<file path="config.mk">
export PLATFORM = sky130hd
export DESIGN_NAME = joy_db15_tx
export DESIGN_NICKNAME = d
export VERILOG_FILES = /design/src/rtl/joy_db15_pkg.sv /design/src/rtl/joy_db15_tx_sync_edge.sv /design/src/rtl/joy_db15_tx.sv
export SDC_FILE = /design/constraint.sdc
export NUM_CORES = 1
export LEC_CHECK = 0
export BUFFER_PORTS_ARGS = -buffer_cell sky130_fd_sc_hd__buf_2
export CORE_MARGIN = 2
export CORE_UTILIZATION = 55
export DETAILED_ROUTE_END_ITERATION = 7
export HOLD_SLACK_MARGIN = 0.06
export PLACE_DENSITY_LB_ADDON = 0.2
export SYNTH_ARGS = -nofsm -noshare
export SYNTH_HDL_FRONTEND = slang
export SYNTH_SLANG_ARGS = --single-unit
</file>
<file path="constraint.sdc">
create_clock -name clk -period 3.8 [get_ports clk]
set_input_delay 0.19 -clock clk [delete_from_list [all_inputs] [get_ports clk]]
set_output_delay 0.19 -clock clk [all_outputs]
set_load 0.005 [all_outputs]
</file>
<file path="src/rtl/joy_db15_pkg.sv">
// Shared definitions for the DB15 serial joystick link.
// Used by the device-side shifter and the host-side decoder.
package joy_db15_pkg;

    typedef enum logic [1:0] {
        ST_IDLE  = 2'd0,
        ST_LATCH = 2'd1,
        ST_SHIFT = 2'd2,
        ST_DONE  = 2'd3
    } state_t;

    localparam int DEFAULT_FRAME_BITS = 32;

    // Bit positions inside one 16-bit player word (active-high buttons).
    localparam int BTN_RIGHT = 0;
    localparam int BTN_LEFT  = 1;
    localparam int BTN_DOWN  = 2;
    localparam int BTN_UP    = 3;
    localparam int BTN_A     = 4;
    localparam int BTN_B     = 5;
    localparam int BTN_C     = 6;
    localparam int BTN_X     = 7;
    localparam int BTN_Y     = 8;
    localparam int BTN_Z     = 9;
    localparam int BTN_L     = 10;
    localparam int BTN_S     = 11;
    localparam int BTN_F     = 12;
    localparam int BTN_E     = 13;
    localparam int BTN_D     = 14;
    localparam int BTN_C_ALT = 15;

endpackage

</file>
<file path="src/rtl/joy_db15_tx_sync_edge.sv">
// Multi-flop synchronizer for an idle-high asynchronous line, plus
// single-cycle rise/fall pulses derived from the synchronized level.
module sync_edge #(
    parameter int STAGES = 2
) (
    input  logic clk,
    input  logic reset_n,
    input  logic din,
    output logic level,
    output logic rise,
    output logic fall
);

    logic [STAGES-1:0] sync_q, sync_d;
    logic              prev_q, prev_d;

    always_comb begin
        sync_d = {sync_q[STAGES-2:0], din};
        prev_d = sync_q[STAGES-1];
    end

    // NOTE: sequential state uses non-blocking assignments so every flop
    // samples the pre-edge value of its neighbours.
    always_ff @(posedge clk or negedge reset_n) begin
        if (!reset_n) begin
            sync_q <= '1;
            prev_q <= 1'b1;
        end else begin
            sync_q <= sync_d;
            prev_q <= prev_d;
        end
    end

    assign level = sync_q[STAGES-1];
    assign rise  = level & ~prev_q;
    assign fall  = ~level & prev_q;

endmodule

</file>
<file path="src/rtl/joy_db15_tx.sv">
// Device end of the DB15 joystick link: snapshots two player words while
// load is low and shifts them out on rising host clock edges.
module joy_db15_tx
    import joy_db15_pkg::*;
#(
    parameter int SYNC_STAGES = 2,
    parameter int FRAME_BITS  = DEFAULT_FRAME_BITS,
    parameter int TIMEOUT     = 4096
) (
    input  logic        clk,
    input  logic        reset_n,
    input  logic        joy_load,
    input  logic        joy_clk,
    input  logic [15:0] joystick1,
    input  logic [15:0] joystick2,
    output logic        joy_data,
    output logic        frame_done,
    output logic        busy
);

    localparam int CNT_W  = $clog2(FRAME_BITS);
    localparam int IDLE_W = $clog2(TIMEOUT + 1);
    localparam logic [CNT_W-1:0]  LAST_BIT  = CNT_W'(FRAME_BITS - 1);
    localparam logic [IDLE_W-1:0] IDLE_LAST = IDLE_W'(TIMEOUT - 1);
    localparam logic [IDLE_W-1:0] IDLE_SAT  = IDLE_W'(TIMEOUT);

    logic load_lvl, load_rise, load_fall;
    logic clk_lvl, clk_rise, clk_fall;

    sync_edge #(.STAGES(SYNC_STAGES)) u_load_sync (
        .clk     (clk),
        .reset_n (reset_n),
        .din     (joy_load),
        .level   (load_lvl),
        .rise    (load_rise),
        .fall    (load_fall)
    );

    sync_edge #(.STAGES(SYNC_STAGES)) u_clk_sync (
        .clk     (clk),
        .reset_n (reset_n),
        .din     (joy_clk),
        .level   (clk_lvl),
        .rise    (clk_rise),
        .fall    (clk_fall)
    );

    // Load acts on its level and the shift clock only on its rising edge.
    logic unused_edges;
    assign unused_edges = load_fall ^ clk_fall ^ clk_lvl;

    state_t                 state_q, state_d;
    logic [FRAME_BITS-1:0]  sr_q, sr_d;
    logic [CNT_W-1:0]       cnt_q, cnt_d;
    logic [IDLE_W-1:0]      idle_q, idle_d;
    logic                   joy_data_q, joy_data_d;
    logic                   frame_done_q, frame_done_d;
    logic                   busy_q, busy_d;

    // NOTE: every combinational output gets a default first, so no path
    // leaves a value unassigned and no latch is inferred.
    always_comb begin
        state_d      = state_q;
        sr_d         = sr_q;
        cnt_d        = cnt_q;
        idle_d       = idle_q;
        joy_data_d   = joy_data_q;
        frame_done_d = 1'b0;

        if (!load_lvl) begin
            // Load overrides everything, including a coincident clock edge.
            state_d    = ST_LATCH;
            sr_d       = ~{joystick2, joystick1};
            cnt_d      = '0;
            idle_d     = '0;
            joy_data_d = ~joystick1[0];
        end else begin
            case (state_q)
                ST_LATCH: begin
                    if (load_rise) begin
                        state_d = ST_SHIFT;
                        idle_d  = '0;
                    end
                end
                ST_SHIFT: begin
                    if (clk_rise) begin
                        sr_d   = {1'b1, sr_q[FRAME_BITS-1:1]};
                        idle_d = '0;
                        if (cnt_q == LAST_BIT) begin
                            state_d      = ST_DONE;
                            frame_done_d = 1'b1;
                            joy_data_d   = 1'b1;
                        end else begin
                            cnt_d      = cnt_q + CNT_W'(1);
                            joy_data_d = sr_q[1];
                        end
                    end else if (idle_q == IDLE_LAST) begin
                        // Host went quiet: drop the frame and park the line high.
                        state_d    = ST_IDLE;
                        idle_d     = IDLE_SAT;
                        sr_d       = '1;
                        joy_data_d = 1'b1;
                    end else begin
                        idle_d = idle_q + IDLE_W'(1);
                    end
                end
                default: begin
                    if (clk_rise) begin
                        sr_d       = {1'b1, sr_q[FRAME_BITS-1:1]};
                        joy_data_d = 1'b1;
                    end
                end
            endcase
        end

        busy_d = (state_d == ST_LATCH) || (state_d == ST_SHIFT);
    end

    always_ff @(posedge clk or negedge reset_n) begin
        if (!reset_n) begin
            state_q      <= ST_IDLE;
            sr_q         <= '1;
            cnt_q        <= '0;
            idle_q       <= '0;
            joy_data_q   <= 1'b1;
            frame_done_q <= 1'b0;
            busy_q       <= 1'b0;
        end else begin
            state_q      <= state_d;
            sr_q         <= sr_d;
            cnt_q        <= cnt_d;
            idle_q       <= idle_d;
            joy_data_q   <= joy_data_d;
            frame_done_q <= frame_done_d;
            busy_q       <= busy_d;
        end
    end

    assign joy_data   = joy_data_q;
    assign frame_done = frame_done_q;
    assign busy       = busy_q;

endmodule

</file>
==> results.ini, run 1 <==
[clocking]
clockBufferDepth=2
insertion_delay_ps=330
cts_made_buffers=9
clkTransAtPathRegs_ps=70
post_cts_buffers=0
cts.sinks=60
cts_root_buf=clkbuf_8
h-tree-depth=3
cts_tree=yes

[synth]
ys_types=43
avgSynthCellArea_um2=9.90
synth_xor_area_frac=0.0118
synth-main-ff-cell=dfstp_2
yosys-top-cells-area=dfstp_2, dfrtp_1, o22ai_1
synth_compound_area_frac=0.214
syn_nets=341
seq_area_frac_synth=0.521
ys_warn_count=0
synth_mux_area_frac=0.0139
yosys.area_share.simple=0.180
netlist.area_leader.share=0.336
async_flop_share=1.00
synth_seq_cells=60
synth_edf_count=0
netlist_area_mm2=0.00297
synth_adder_area_share=0.0211
synth_top_family_by_area=compound AO/OA/AOI/OAI gates
syn-instance-count=300
yosysTopAreaCell=dfstp_2

[drt]
first_iter_violations=202
ant_nets=0
wirelength_um=6550
viasPerCell=5.73
drc_errors=0
avgRoutedWirePerCell_um=14.8
firstDrtPassIters=5
vias=2531

[floorplan]
initial_core_util=0.574
die_h_um=77.5
rows=26
ios=39
die-area_mm2=0.00600
core_area_mm2=0.00517
die_w_um=77.5

[worst_setup_path]
critPathLaunchType=flop
max_stage_delay_ps=860
cp-end-kind=flop
required_ps=4040
crit_type=flop to flop
crit_slowest_cell=nand2b_1
cp_num_buf_inv=1
path_max_fanout=31
cp_cell_sequence=inv_1 -> ha_1 -> nand2b_1 -> o21ai_0 -> o22ai_1
critical-path-top-delay-family=simple AND/OR/NAND/NOR gates
worst_ep_arrival_time_ps=2540

[final_layout]
multi_input_comb_area_mm2=0.00132
fin_cells=442
syn2layout_area_growth_pct=26.6
drive_gt1_frac=0.272
final_cell_mix=buf_2, dfstp_2, dlygate4sd3_1
nFillCells=359
ff_latch_area_mm2=0.00155
diodes=0
num-nets-final=408

[run_status]
status=finished clean

[grt]
grt_max_degree=80
grt_pass1_wl_um=11000
grt_overflow=0
grt_pass1_vias=2385
track_usage=0.234
antenna_found_initial=0

[sta]
holdWs_ps=354
finalClockSkew_ps=12.1
period_share=0.603
fin_crit_ps=2290
hold_viol_final=0
slew_viol_final=0
worstMarginPinSlew_ps=1050
setup_viol=0
fmax_ghz=0.436
max_slew_margin=0.303
rsz0062_at_grt=no
final.setup.tns_ps=0

[place]
hpwl_um=3820
dp.cells=391
gp_congestion=0.880
port_buffers=38

[power]
p_per_area_mw_per_mm2=432
ir_drop_v=0.000467
leakagePower_uw=0.00156

[run]
timing.max_cap.violations=0

[worst_hold_path]
hold_path_class=flop to flop

-- worst paths after layout --
check                      cells past startpoint                  start  slack, ps               endpoint
max                                            5             state_q[1]       1510               sr_q[17]
min                                            0  u_load_sync.sync_q[0]        350  u_load_sync.sync_q[1]
max reg2reg                                    5             state_q[1]       1510               sr_q[17]
min reg2reg                                    0  u_load_sync.sync_q[0]        350  u_load_sync.sync_q[1]
max in group asynchronous                      3                reset_n       2500                sr_q[2]
min in group asynchronous                      2                reset_n        400              idle_q[8]
-- worst register-to-register path, stage by stage, from the launching register on --
cell	delay, ps
dfrtp_1	460
inv_1	110
ha_1	410
nand2b_1	860
o21ai_0	180
o22ai_1	200
-- stage by stage --
| step | util | area [um2] | total power [uW] | setup WS (ps) |
|---|---|---|---|---|
| 2_1_floorplan | - | 2970 | 903 | 1920 |
| 3_3_place_gp | 0.617 | 3190 | 967 | 1590 |
| 3_5_place_dp | 0.617 | 3190 | 972 | 1530 |
| 4_1_cts | 0.727 | 3760 | 1630 | 1510 |
| 5_1_grt | 0.727 | 3760 | 1700 | 1270 |
| 6_report | 0.727 | 3760 | 1620 | 1510 |
-- cells in the mapped netlist (4+ instances only) --
master     n
buf_4      4
ha_1       5
nor2b_1    8
nor3_1    33
dfstp_2   38
nand2_1   14
inv_1      5
nand4_1    4
dfrtp_1   22
nand2b_1   4
o22ai_1   30
clkbuf_1  16
and2_1     6
o21ai_1   17
a21oi_1    9
o21ai_0   26
nand3_1    6
nor2_1     9
a31oi_1    5
-- flip-flops by register name, summed over array words and instances, names as in the netlist --
| name | cells |
|---|---|
| u_clk_sync.prev_q | 1 |
| cnt_q | 5 |
| sr_q | 31 |
| state_q | 2 |
| u_clk_sync.sync_q | 2 |
| u_load_sync.sync_q | 2 |
| idle_q | 13 |
| joy_data | 1 |
| u_load_sync.prev_q | 1 |
| busy | 1 |
| frame_done | 1 |
-- repair_timing --
action | 4_1_cts | 5_1_grt
hold buffers | 35 | 0
resized for setup | 0 | 0
endpoints found under the setup margin | 0 | 0
hold endpoints to repair | 47 | 0
-- logic make-up after synthesis --
| family | Yosys count |
|---|---|
| buffers and inverters | 26 |
| and+or+nand+nor | 98 |
| adders and majority gates | 5 |
| DFF | 60 |
| xor gates and xnor gates | 4 |
| muxes | 4 |
| AOI/OAI and AO/OA | 103 |
-- routing by layer --
layer  part of all wire  track usage
met3              0.046       0.0419
met4              0.023        0.114
met5                  0            0
met2               0.47        0.359
met1               0.46        0.321
-- cell type report --
| type | count | area share |
|---|---|---|
| clock buffers | 12 | 0.0386 |
| clock inverters | 4 | 0.0193 |
| inverters | 5 | 0.00499 |
| multi-input cells | 214 | 0.350 |
| flip-flops and latches | 60 | 0.412 |
| well taps | 70 | 0.0233 |
| repair buffers | 77 | 0.152 |
-- power by group --
| part | switching, uW | total [uW] | leakage, uW | internal [uW] |
|---|---|---|---|---|
| registers | 29.9 | 750 | 0.000699 | 720 |
| logic | 129 | 243 | 0.000755 | 114 |
| clock network | 244 | 630 | 0.000107 | 387 |
| total | 402 | 1620 | 0.00156 | 1220 |
(Power assumes the default switching activity.)
==> run 2: changes to the inputs <==
==> constraint.sdc (replaced) <==
create_clock -name clk -period 2.27 [get_ports clk]
set_input_delay 0.1135 -clock clk [delete_from_list [all_inputs] [get_ports clk]]
set_output_delay 0.1135 -clock clk [all_outputs]
set_load 0.005 [all_outputs]
==> results.ini, run 2 (synthesized netlist as in run 1, its figures left out) <==
[run_status]
status=finished clean  ; unchanged

[floorplan]
die_h_um=77.5  ; unchanged
initial_core_util=0.574  ; unchanged
die-area_mm2=0.00600  ; unchanged
die_w_um=77.5  ; unchanged
rows=26  ; unchanged
core_area_mm2=0.00517  ; unchanged
ios=39  ; unchanged

[sta]
rsz0062_at_grt=no  ; unchanged
finalClockSkew_ps=9.03  ; was 12.1 ps
final.setup.tns_ps=0  ; unchanged
fin_crit_ps=2170  ; was 2290 ps
worstMarginPinSlew_ps=517  ; was 1050 ps
setup_viol=0  ; unchanged
period_share=0.956  ; was 0.603
worst_slack_ps=101  ; was 1510 ps
hold_viol_final=0  ; unchanged
max_slew_margin=0.655  ; was 0.303
slew_viol_final=0  ; unchanged
fmax_ghz=0.461  ; was 0.436 GHz

[power]
power.share.clock=0.331  ; was 0.388
p_sw_uw=663  ; was 402 uW
leakagePower_uw=0.00157  ; was 0.00156 uW
p_per_area_mw_per_mm2=669  ; was 432 mW/mm2
p_int_uw=1860  ; was 1220 uW
power_frac_seq=0.497  ; was 0.462
ir_drop_v=0.000695  ; was 0.000467 V
netSwitchingFraction=0.263  ; was 0.248
power_frac_comb=0.172  ; was 0.150

[clocking]
cts.sinks=60  ; unchanged
cts_tree=yes  ; unchanged
insertion_delay_ps=330  ; about the same
clkTransAtPathRegs_ps=60  ; was 70 ps
cts_resized=0  ; unchanged
cts_root_buf=clkbuf_8  ; unchanged
cts_made_buffers=9  ; unchanged
h-tree-depth=3  ; unchanged
clockBufferDepth=2  ; unchanged

[worst_setup_path]
crit_slowest_cell=dfrtp_1  ; was nand2b_1
worst_ep_arrival_time_ps=2420  ; was 2540 ps
cp_cell_sequence=ha_1 -> nand2_1 -> a2111oi_4 -> and2_1 -> a41oi_1 -> a31oi_1  ; was inv_1 -> ha_1 -> nand2b_1 -> o21ai_0 -> o22ai_1
critPathLaunchType=flop  ; unchanged
max_stage_delay_ps=490  ; was 860 ps
cp-end-kind=flop  ; unchanged
crit_type=flop to flop  ; unchanged
path_max_fanout=9  ; was 31
cp_num_buf_inv=0  ; was 1
critical-path-top-delay-family=compound AO/OA/AOI/OAI gates  ; was simple AND/OR/NAND/NOR gates
required_ps=2520  ; was 4040 ps

[final_layout]
drive_gt1_frac=0.279  ; was 0.272
multi_input_comb_area_mm2=0.00132  ; unchanged
final_cell_mix=buf_2, dfstp_2, dlygate4sd3_1  ; unchanged
largest_register_ffs=31  ; unchanged
num-nets-final=413  ; was 408
diodes=0  ; unchanged
nFillCells=362  ; was 359
stdcell_area_mm2=0.00377  ; was 0.00376 mm2
ff_latch_area_mm2=0.00155  ; unchanged
syn2layout_area_growth_pct=27.0  ; was 26.6%
largest_registers=sr_q x31, idle_q x13, cnt_q x5  ; unchanged
largest-register=sr_q  ; unchanged

[run]
timing.max_cap.violations=0  ; unchanged

[grt]
grt_pass1_wl_um=11400  ; was 11,000 um
grt_pass1_vias=2444  ; was 2,385
grt_overflow=0  ; unchanged
antenna_found_initial=0  ; unchanged
track_usage=0.241  ; was 0.234
grt_max_degree=63  ; was 80

[worst_hold_path]
hold_path_class=primary input to asynchronous set/reset pin  ; was flop to flop

[place]
port_buffers=38  ; unchanged
preCtsSetupSlack_ps=154  ; was 1530 ps
place_area_mm2=0.00325  ; was 0.00319 mm2
gp_congestion=0.792  ; was 0.880
hpwl_um=3930  ; was 3820 um

[drt]
ant_nets=0  ; unchanged
viasPerCell=5.84  ; was 5.73
avgRoutedWirePerCell_um=15.2  ; was 14.8 um
vias=2606  ; was 2,531
drc_errors=0  ; unchanged
firstDrtPassIters=5  ; unchanged
wirelength_um=6760  ; was 6550 um
first_iter_violations=221  ; was 202

[run 2: cell count changes in the layout (fill, tap and decap cells not counted)]
cell        before  now
buf_4            4    7
buf_12           0    2
bufinv_16        2    0
clkbuf_8        10   11
clkinv_2         1    2
clkinvlp_4       1    0
[run 2: area by class of cell]
cell class / instances / share of cell area
clock buffer: 13 / 0.0421
clock inverter: 2 / 0.00265
inverter: 5 / 0.00497
multi-input combinational: 214 / 0.349
sequential: 60 / 0.410
tap: 70 / 0.0232
timing repair buffer: 82 / 0.168
[run 2: routing by layer]
layer  share of wire  up-vias  GRT usage
li1                -     1259          -
met1            0.45     1277      0.315
met2            0.50       62      0.390
met3           0.036        8     0.0488
met4           0.015        0      0.104
met5               0        -          0
[run 2: worst min-delay path, stage by stage]
cell           delay [ps]
dlygate4sd3_1         510
buf_2                 120
buf_12                280
[run 2: final timing paths]
check	startpoint	to	slack, ps	cells after the start
max in group asynchronous	reset_n	sr_q[2]	1640	3
worst max-delay path	state_q[1]	idle_q[6]	100	6
worst max register to register	state_q[1]	idle_q[6]	100	6
worst min-delay path	reset_n	idle_q[1]	310	3
worst min register to register	u_load_sync.sync_q[0]	u_load_sync.sync_q[1]	360	0
min in group clk	u_load_sync.sync_q[0]	u_load_sync.sync_q[1]	360	0
[run 2: through the flow]
step / utilization / total power (uW) / hold WS (ps) / cells
floorplan: - / 1510 / -182 / 300
global placement: 0.629 / 1640 / 143 / 396
detailed placement: 0.629 / 1650 / 143 / 396
CTS: 0.730 / 2540 / 321 / 446
global route: 0.730 / 2650 / 352 / 446
finish: 0.730 / 2520 / 312 / 446
[run 2: power groups by stage]
stage	combinational, uW	sequential [uW]	clock, uW
after floorplan	252	1260	0
after global placement	375	1270	0
after detailed placement	382	1270	0
after CTS	429	1250	855
after global routing	484	1270	903
final	433	1260	835
[run 2: timing repair]
| item | 4_1_cts | 5_1_grt |
|---|---|---|
| setup buffers | 0 | 0 |
| hold buffers | 35 | 0 |
| endpoints found under the setup margin | 0 | 0 |
| endpoints found under the hold margin | 56 | 0 |
